### config.mk
export PLATFORM = sky130hd
export DESIGN_NAME = i281_datamem_display
export DESIGN_NICKNAME = d
export VERILOG_FILES = /design/src/rtl/i281_datamem_display_pkg.sv /design/src/rtl/i281_datamem_display_debounce.sv /design/src/rtl/i281_datamem_display.sv
export SDC_FILE = /design/constraint.sdc
export NUM_CORES = 1
export LEC_CHECK = 0
export CORE_MARGIN = 2
export CORE_UTILIZATION = 40
export DETAILED_ROUTE_END_ITERATION = 16
export PLACE_DENSITY = 0.69
export REMOVE_ABC_BUFFERS = 1
export SYNTH_ARGS = -nofsm -noshare
export SYNTH_HDL_FRONTEND = slang
export SYNTH_SLANG_ARGS = --single-unit
export TNS_END_PERCENT = 100
### constraint.sdc
create_clock -name clock -period 3.7 [get_ports clock]
set_input_delay 0.74 -clock clock [delete_from_list [all_inputs] [get_ports clock]]
set_output_delay 0.74 -clock clock [all_outputs]
set_load 0.02 [all_outputs]
### src/rtl/i281_datamem_display_pkg.sv
// Shared constants and glyph helper for the i281 data-memory display.
// The display has four digits and shows eight-bit data-memory words.
package i281_datamem_display_pkg;

    localparam int NUM_DIGITS = 4;
    localparam int WORD_W     = 8;
    localparam int NUM_WORDS  = 16;
    localparam int BUS_W      = NUM_WORDS * WORD_W;

    localparam logic [6:0] SEG_ZERO = 7'b1000000;
    localparam logic [3:0] AN_RESET = 4'b1110;

    // Digit slots, listed from the rightmost digit to the leftmost.
    typedef enum logic [1:0] {
        DIG_VAL_LO = 2'd0,
        DIG_VAL_HI = 2'd1,
        DIG_ADDR   = 2'd2,
        DIG_ZERO   = 2'd3
    } digit_e;

    // Active-low segments: bit0 = a ... bit6 = g; b and d are lower case.
    function automatic logic [6:0] hex_to_seg(input logic [3:0] nib);
        logic [6:0] g;
        case (nib)
            4'h0:    g = 7'b1000000;
            4'h1:    g = 7'b1111001;
            4'h2:    g = 7'b0100100;
            4'h3:    g = 7'b0110000;
            4'h4:    g = 7'b0011001;
            4'h5:    g = 7'b0010010;
            4'h6:    g = 7'b0000010;
            4'h7:    g = 7'b1111000;
            4'h8:    g = 7'b0000000;
            4'h9:    g = 7'b0010000;
            4'hA:    g = 7'b0001000;
            4'hB:    g = 7'b0000011;
            4'hC:    g = 7'b1000110;
            4'hD:    g = 7'b0100001;
            4'hE:    g = 7'b0000110;
            default: g = 7'b0001110;
        endcase
        return g;
    endfunction

endpackage

### src/rtl/i281_datamem_display_debounce.sv
// Button synchronizer and debouncer that emits a single-cycle pulse on each accepted press.
// A button that is already down when reset is released stays silent until it has been released once.
module i281_debounce
    import i281_datamem_display_pkg::*;
#(
    parameter int DEBOUNCE_CYCLES = 500000
) (
    input  logic clock,
    input  logic reset,
    input  logic raw,
    output logic level,
    output logic press_pulse
);

    localparam int CNT_W = (DEBOUNCE_CYCLES > 1) ? $clog2(DEBOUNCE_CYCLES) : 1;
    localparam logic [CNT_W-1:0] CNT_LOAD = CNT_W'(DEBOUNCE_CYCLES - 1);

    logic             r_sync1;
    logic             r_sync2;
    logic [1:0]       r_vld;
    logic             r_armed;
    logic             r_level;
    logic [CNT_W-1:0] r_cnt;

    logic w_tc;
    logic w_accept;

    assign w_tc     = (r_cnt == '0);
    assign w_accept = (r_sync2 != r_level) && w_tc;

    always_ff @(posedge clock) begin
        if (reset) begin
            r_sync1 <= 1'b0;
            r_sync2 <= 1'b0;
            r_vld   <= 2'b00;
            r_armed <= 1'b0;
            r_level <= 1'b0;
            r_cnt   <= CNT_LOAD;
        end else begin
            r_sync1 <= raw;
            r_sync2 <= r_sync1;
            r_vld   <= {r_vld[0], 1'b1};
            // r_vld[1] marks the first r_sync2 value that came from the pin rather than from reset.
            if (r_vld[1] && !r_sync2)
                r_armed <= 1'b1;
            if (r_sync2 == r_level) begin
                r_cnt <= CNT_LOAD;
            end else if (w_tc) begin
                r_level <= r_sync2;
                r_cnt   <= CNT_LOAD;
            end else begin
                r_cnt <= r_cnt - 1'b1;
            end
        end
    end

    assign level       = r_level;
    assign press_pulse = w_accept && r_sync2 && r_armed;

endmodule

### src/rtl/i281_datamem_display.sv
// Shows one selected data-memory word (address and value) on a multiplexed 4-digit display.
// Also provides a snapshot hold and a sticky flag that reports a change of the live word.
module i281_datamem_display
    import i281_datamem_display_pkg::*;
#(
    parameter int CLK_DIV         = 50000,
    parameter int DEBOUNCE_CYCLES = 500000
) (
    input  logic             clock,
    input  logic             reset,
    input  logic [BUS_W-1:0] datamem_bus,
    input  logic             btn_next,
    input  logic             btn_prev,
    input  logic             hold,
    output logic [6:0]       seg,
    output logic [3:0]       an,
    output logic [3:0]       sel_addr,
    output logic             changed
);

    localparam int PRE_W = $clog2(CLK_DIV);
    localparam logic [PRE_W-1:0] PRE_TC = PRE_W'(CLK_DIV - 1);

    logic [3:0]        r_sel;
    logic              r_sel_chg;
    logic [WORD_W-1:0] r_value_q;
    logic [WORD_W-1:0] r_baseline_q;
    logic              r_changed;
    logic [PRE_W-1:0]  r_presc;
    digit_e            r_digit;
    logic [6:0]        r_seg;
    logic [3:0]        r_an;

    logic              w_next_pulse;
    logic              w_prev_pulse;
    logic              w_next_level;
    logic              w_prev_level;
    logic [1:0]        w_unused_levels;
    logic              w_step_next;
    logic              w_step_prev;
    logic              w_sel_move;
    logic [WORD_W-1:0] w_word;
    logic [3:0]        w_nibble;

    i281_debounce #(.DEBOUNCE_CYCLES(DEBOUNCE_CYCLES)) u_db_next (
        .clock      (clock),
        .reset      (reset),
        .raw        (btn_next),
        .level      (w_next_level),
        .press_pulse(w_next_pulse)
    );

    i281_debounce #(.DEBOUNCE_CYCLES(DEBOUNCE_CYCLES)) u_db_prev (
        .clock      (clock),
        .reset      (reset),
        .raw        (btn_prev),
        .level      (w_prev_level),
        .press_pulse(w_prev_pulse)
    );

    assign w_unused_levels = {w_next_level, w_prev_level};

    assign w_step_next = w_next_pulse && !w_prev_pulse;
    assign w_step_prev = w_prev_pulse && !w_next_pulse;
    assign w_sel_move  = w_step_next || w_step_prev;
    assign w_word      = datamem_bus[{r_sel, 3'b000} +: WORD_W];

    always_comb begin
        w_nibble = 4'h0;
        case (r_digit)
            DIG_VAL_LO: w_nibble = r_value_q[3:0];
            DIG_VAL_HI: w_nibble = r_value_q[7:4];
            DIG_ADDR:   w_nibble = r_sel;
            default:    w_nibble = 4'h0;
        endcase
    end

    always_ff @(posedge clock) begin
        if (reset) begin
            r_sel        <= 4'd0;
            r_sel_chg    <= 1'b0;
            r_value_q    <= '0;
            r_baseline_q <= '0;
            r_changed    <= 1'b0;
        end else begin
            if (w_step_next)
                r_sel <= r_sel + 4'd1;
            else if (w_step_prev)
                r_sel <= r_sel - 4'd1;
            r_sel_chg <= w_sel_move;

            // The first cycle on a new address re-baselines even while the display is held.
            if (r_sel_chg) begin
                r_value_q    <= w_word;
                r_baseline_q <= w_word;
            end else if (!hold) begin
                r_value_q <= w_word;
            end

            // The baseline is stale until r_sel_chg has loaded it, so comparisons wait a cycle.
            if (w_sel_move || r_sel_chg)
                r_changed <= 1'b0;
            else if (w_word != r_baseline_q)
                r_changed <= 1'b1;
        end
    end

    always_ff @(posedge clock) begin
        if (reset) begin
            r_presc <= '0;
            r_digit <= DIG_VAL_LO;
            r_seg   <= SEG_ZERO;
            r_an    <= AN_RESET;
        end else begin
            if (r_presc == PRE_TC) begin
                r_presc <= '0;
                r_digit <= digit_e'(r_digit + 2'd1);
            end else begin
                r_presc <= r_presc + 1'b1;
            end
            r_seg <= hex_to_seg(w_nibble);
            r_an  <= ~(4'b0001 << r_digit);
        end
    end

    assign seg      = r_seg;
    assign an       = r_an;
    assign sel_addr = r_sel;
    assign changed  = r_changed;

endmodule

* After elaboration in Yosys (flattened, before gate mapping) *
Memories as Yosys holds them, arrays and structs flattened. A register that Yosys moved wholly into a read port is not among the register bits.
Index checks and enable logic that the tools add are counted.

word-level totals
  register bits after elaboration = 94
  ROM bits = 112
  output and inout port bits = 16
  word-level logic and storage cells = 76
  memories kept = 1

memories
  memory           depth  width  read ports  clocked after Yosys merged registers in  write ports  RTL line                        text
  (no name shown)  16     7      1           1                                        0            i281_datamem_display_pkg.sv:24  case (nib)

cells by class
  $add $sub $neg = 6
  equality and inequality tests = 9
  shift operators = 2
  mux-type cells = 7
  bitwise gates (word level) = 3
  reduce and logical (&&, ||, !) cells = 26

operator list
  operator               count
  $shiftx 128x8->8       1
  $logic_not 19->1       2
  $sub 19x1->19 const B  2
  $add 16x1->16 const B  1
  $eq 16x16->1 const B   1
  $mux 8                 2
  $pmux 4 s3             1
  $logic_and 1x1->1      10
  $mux 4                 2
  $ne 8x8->1             1
  $reduce_or 3->1        2
  $add 4x1->4 const B    1
  $logic_not 1->1        4
  $not 4->4              1
  $reduce_and 2->1       2
  $reduce_or 2->1        2
  $shl 1x2->4 const A    1
  $sub 4x1->4 const B    1
  $add 2x1->2 const B    1
  $eq 1x1->1             2
  $eq 2x1->1 const B     1
  $eq 2x2->1 const B     1
  $logic_not 2->1        1
  $logic_or 1x1->1       2
  other kinds (5)        8

* Depth between registers and ports, before layout *
  word-level depth = 9
  depth in mapped cells = 13
  mapped depth without buffers = 13

* By module *
A second synthesis with hierarchy kept.

second synthesis, totals
  cells, all modules = 606
  area, all modules = 5694.2 um2

by module, submodules not included
  module                times used  cells each  area an instance (um2)  sequential area each (um2)
  i281_datamem_display  1           374         3572.2                  1021.0
  i281_debounce         2           116         1061.0                  500.5

* Least setup slack after synthesis *
OpenSTA, ideal clock, no wires.

  kind = reg2reg
  start = register u_db_prev.r_cnt[10]
  end = register r_sel[3], in the netlist sel_addr[3]
  library setup time = 0.071 ns
  arrival time = 3.454 ns
  required time = 3.629 ns
  path slack = 0.175 ns
  cell stages (with the launch flop) = 14
  path through = dfxtp_1 -> or4_4 -> or4_4 -> or3_4 -> nor4_4 -> nand4b_1 -> ha_1 -> inv_1 -> ha_1 -> a21o_1 -> a21oi_1 -> xnor2_1 -> or3_1 -> a21oi_1

on the way
  longest elaborated chain between the ends = 7
  elaborated cells between the ends (all ways) = 9

ends and longest elaborated chain
  what                                         RTL line                             text
  start: declaration                           i281_datamem_display_debounce.sv:23  logic [CNT_W-1:0] r_cnt;
  start signal: assignment                     i281_datamem_display_debounce.sv:52  r_cnt <= r_cnt - 1'b1;
  $logic_not 19->1 *                           i281_datamem_display_debounce.sv:28  assign w_tc = (r_cnt == '0);
  $logic_and 1x1->1 *                          i281_datamem_display_debounce.sv:29  assign w_accept = (r_sync2 != r_level) && w_tc;
  $logic_and 1x1->1 * (2 in series)            i281_datamem_display_debounce.sv:58  assign press_pulse = w_accept && r_sync2 && r_armed;
  $logic_not 1->1                              i281_datamem_display.sv:63           assign w_step_next = w_next_pulse && !w_prev_pulse;
  $logic_and 1x1->1                            i281_datamem_display.sv:63
  $mux 4 or $reduce_bool 2->1 (tied branches)  -
  end signal: assignment                       i281_datamem_display.sv:87           r_sel <= r_sel + 4'd1;
  end signal: assignment                       i281_datamem_display.sv:89           r_sel <= r_sel - 4'd1;
  end: declaration                             i281_datamem_display.sv:24           logic [3:0] r_sel;

Mark *: on every way between the ends. The rest lies on a longest branch, timed or not.
A chain may end at the register's enable or synchronous reset.

* Worst setup path in the final report *
Ends and elaborated chain as after synthesis.

==> results.md <==
- Number of setup buffers added after CTS: 0
- Depth of the CTS H-tree: 3
- LEAKAGE: 2.601 nW
- ANT cells: 0
- 1st-pass router iterations: 8
- Syn. warnings: 0
- Final clock skew: approximately 0.0097 ns
- Crit path DAT: 3.83 ns
- Final nets: approximately 870
- Average via count per standard cell: 5.202
- Power, Total: 2.389 mW
- End of the worst register-to-register path: sel_addr[3]
- Comb pwr share: 0.116
- Layout cell share with drive strength beyond 1: 0.1062
- Fin cells: 901
- Post-Route WL: roughly 13 mm
- Root buffer cell: clkbuf_16
- Period utilisation layout: 0.9637
- Max clock buf depth: 2
- Origin of the critical flop-to-flop path: u_db_prev.r_cnt[10]
- Final Hold Viols: 0
- Final core utilization: 0.5598
- Multiplexer share of the synthesized area: 0.1859
- Max_slew headroom: 0.2197
- Syn Inst Count: between 500 and 600
- Seq/Total Area, Yosys: 0.3667
- Slew Viols, Final: 0
- Worst setup path class: flip-flop to flip-flop
- Clk sinks: 99
- Post-DP Area: roughly 7000 µm²
- Worst EP required: 3.96 ns
- FF+latch count, synth: 99
- Critical-path maximum fanout: 4
- Internal: 1.887 mW
- Status: complete, no violations
- Core area: 13240 µm²
- CP Launch Type: flip-flop
- RD Place Congestion: 0.8442
- First-pass GRT wire length: between 20 and 25 mm
- Simple-gate share of the synthesized area: 0.2007
- Fmax: 280.4 MHz
- Pwr dens: 322.2 nW/µm²
- Sw Pwr: 0.5019 mW
- Die Wd: roughly 120 µm
- Synthesized area: about 5400 µm²
- Vias: approximately 4700
- Die height: between 100 and 150 µm
- Initial drt markers: 220
- Synth Area in XOR/XNOR: 0.08912
- Sequential power share: 0.458
- Remaining DRCs: 0
- FFs w/ async S/R, synth: 0
- Max cap viols: 0
- Sw Share: 0.2101
- Total Die Area: between 10000 and 15000 µm²
- Complex-gate fraction of the synthesized area: 0.07384
- Worst slack, placed: -0.05454 ns
- Placed insts: between 800 and 900
- Sum Neg Setup Slack: 0 ns
- Hold wc startpoint: u_db_prev.r_cnt[0]
- PortBufs: ~150
- Post-synth EDFFs: 0
- I/O pins: 149
- Flop2flop setup slack: between 0.1 and 0.15 ns
- TritonCTS clock tree: done
- Distinct cell type count after synthesis: 56
- Total Routing Usage GR: 0.1830
- Clock share of power: 0.425
- Dpl hpwl: 9.987 mm
- Per-cell routed wire length: 14.26 µm
- Hold Buf Count CTS: 0
- Commonest register cell after synthesis: dfxtp_1
- Largest family of logic cells by synthesized area: simple AND/OR/NAND/NOR gates
- Hold EP: u_db_prev.r_cnt[0]
- Initial antenna violation count: 0
- Global route total overflow: 0
- Final instance area: 7413 µm²
- Adder-cell share of the synthesized area: 0.04769
- Setup Viol. Count Final: 0
- Max VDD drop: 247.9 µV
- Syn Area/Cell: between 9 and 10 µm²
- Routed Antenna Nets: 0
- Hold Slack: 0.4125 ns
- Tightest Pin Transition: 1.162 ns
- Hold depth: 1
- Row count: 42
- Initial Utilization: 0.4082
- Layout area overhead: 37.15%
- Skew-Pair Late Insertion Delay: 0.34 ns
- Final setup margin: around 0.13 ns
- Clock Pin Slew Worst Setup and Hold Paths: 0.07 ns
- CTS Buf Count: 9
- Largest net degree at the start of global routing: 23
- RSZ-0062 raised after global routing: no
- Worst-case reg-to-reg path depth: 13
- Number of global-route vias before repair: 4887
- Min-Delay Path Class: flip-flop to flip-flop
- Tmin final: between 3 and 4 ns
- CP Capture Type: flip-flop
-- layout by cell type, fill, tap and decap left out, drive strengths merged, types with 2 or more instances in the layout --
master,n
and3,4
clkdlybuf4s50,148
clkinv,2
buf,10
a21oi,25
nand4,5
nor2,87
nor2b,8
nor3b,2
ha,19
a211oi,5
nand2,55
xor2,14
mux4,23
xnor2,41
or2,5
a22o,2
nand4b,2
bufinv,2
inv,19
nor4,10
and4,3
nand3,10
or3,4
a31oi,2
a311oi,2
a222oi,3
o41ai,2
and2,3
nor3,17
a221oi,2
mux2,13
dfxtp,99
o22ai,5
nand2b,2
mux2i,34
o21ai,7
nand3b,2
or4,4
clkbuf,11
-- cells by family after synthesis --
family / count (synthesis)
XOR/XNOR: 55
AND/OR/NAND/NOR: 226
adder cells (fa/ha/maj): 20
multiplexers: 70
AO/OA/AOI/OAI: 62
flip-flops: 99
buffers and inverters: 47
-- routing by layer --
layer	wire length (µm)	part of all wire	vias to the layer above	track usage
met1	5133	0.40	2227	0.2074
met5	0	0	-	0
met4	176	0.014	0	0.04578
met2	6812	0.53	123	0.3441
li1	-	-	2321	-
met3	727	0.057	16	0.04292
-- sequential cells by signal, summed over array words and instances (netlist names), 2 cells and up --
signal / flops
r_value_q: 8
u_db_prev.r_vld: 2
seg: 7
r_presc: 16
r_baseline_q: 8
an: 4
r_digit: 2
u_db_next.r_cnt: 19
u_db_prev.r_cnt: 19
sel_addr: 4
-- how the worst max path moves through the flow --
stage / slack (ns) / start / to / cells past startpoint
after floorplan: 0.17 / u_db_prev.r_cnt[10] / sel_addr[3] / 13
after global placement: 0.10 / u_db_prev.r_cnt[10] / sel_addr[3] / 13
after detailed placement: -0.05 / u_db_prev.r_cnt[10] / sel_addr[3] / 13
after CTS: 0.02 / u_db_prev.r_cnt[10] / sel_addr[3] / 13
after global routing: 0.01 / u_db_prev.r_cnt[10] / sel_addr[3] / 13
final: 0.13 / u_db_prev.r_cnt[10] / sel_addr[3] / 13
-- power by group through the flow --
| stage | sequential, mW | combinational [mW] | clock (mW) |
|---|---|---|---|
| after floorplan | 1.12 | 0.0912 | 0 |
| after global placement | 1.12 | 0.274 | 0 |
| after detailed placement | 1.12 | 0.279 | 0 |
| after CTS | 1.09 | 0.281 | 1.04 |
| after global routing | 1.10 | 0.302 | 1.09 |
| final | 1.09 | 0.278 | 1.02 |
-- final cells by class --
class	count	area [µm²]
Fill cell	1214	5829
Sequential cell	99	1983
Multi-Input combinational cell	433	3242
Inverter	19	71.32
Clock inverter	5	85.08
Tap cell	176	220.2
Timing Repair Buffer	158	1569
Clock buffer	11	242.7
-- worst max-delay path, stage by stage (launching register included) --
cell,delay (ns)
dfxtp_1,0.34
or4_4,0.57
or4_4,0.44
or3_4,0.37
nor4_4,0.18
nand4b_1,0.14
ha_1,0.24
inv_2,0.09
ha_1,0.23
a21o_1,0.19
a21oi_2,0.16
xnor2_1,0.10
or3_1,0.31
a21oi_1,0.14
-- repair_timing --
item / CTS / global route
gates resized for setup: 2 / 2
pin swaps: 0 / 2
setup endpoints to repair: 1 / 1
-- cell usage after synthesis, types with 3 or more instances --
library cell   n  share of area
nor4_1         9          0.010
mux4_2        23          0.096
a211oi_1       5         0.0069
clkbuf_1      17          0.012
o21ai_0        7         0.0065
o22ai_1        5         0.0058
a21oi_1       25          0.023
nand2_1       55          0.038
nor2_1        87          0.060
buf_2          6         0.0056
inv_1         17          0.012
or2_2          5         0.0058
nand3_1       10         0.0093
dfxtp_1       99           0.37
or3_1          3         0.0035
xnor2_1       41          0.066
a222oi_1       3         0.0056
and3_1         4         0.0046
mux2_2        13          0.027
and4_1         3         0.0049
ha_1          19          0.044
nor2b_1        8         0.0093
buf_1          3         0.0021
nand4_1        5         0.0058
xor2_1        14          0.023
and2_1         3         0.0035
nor3_1        17          0.016
mux2i_1       34          0.063
Note: power is estimated with default switching activity, not from simulation.
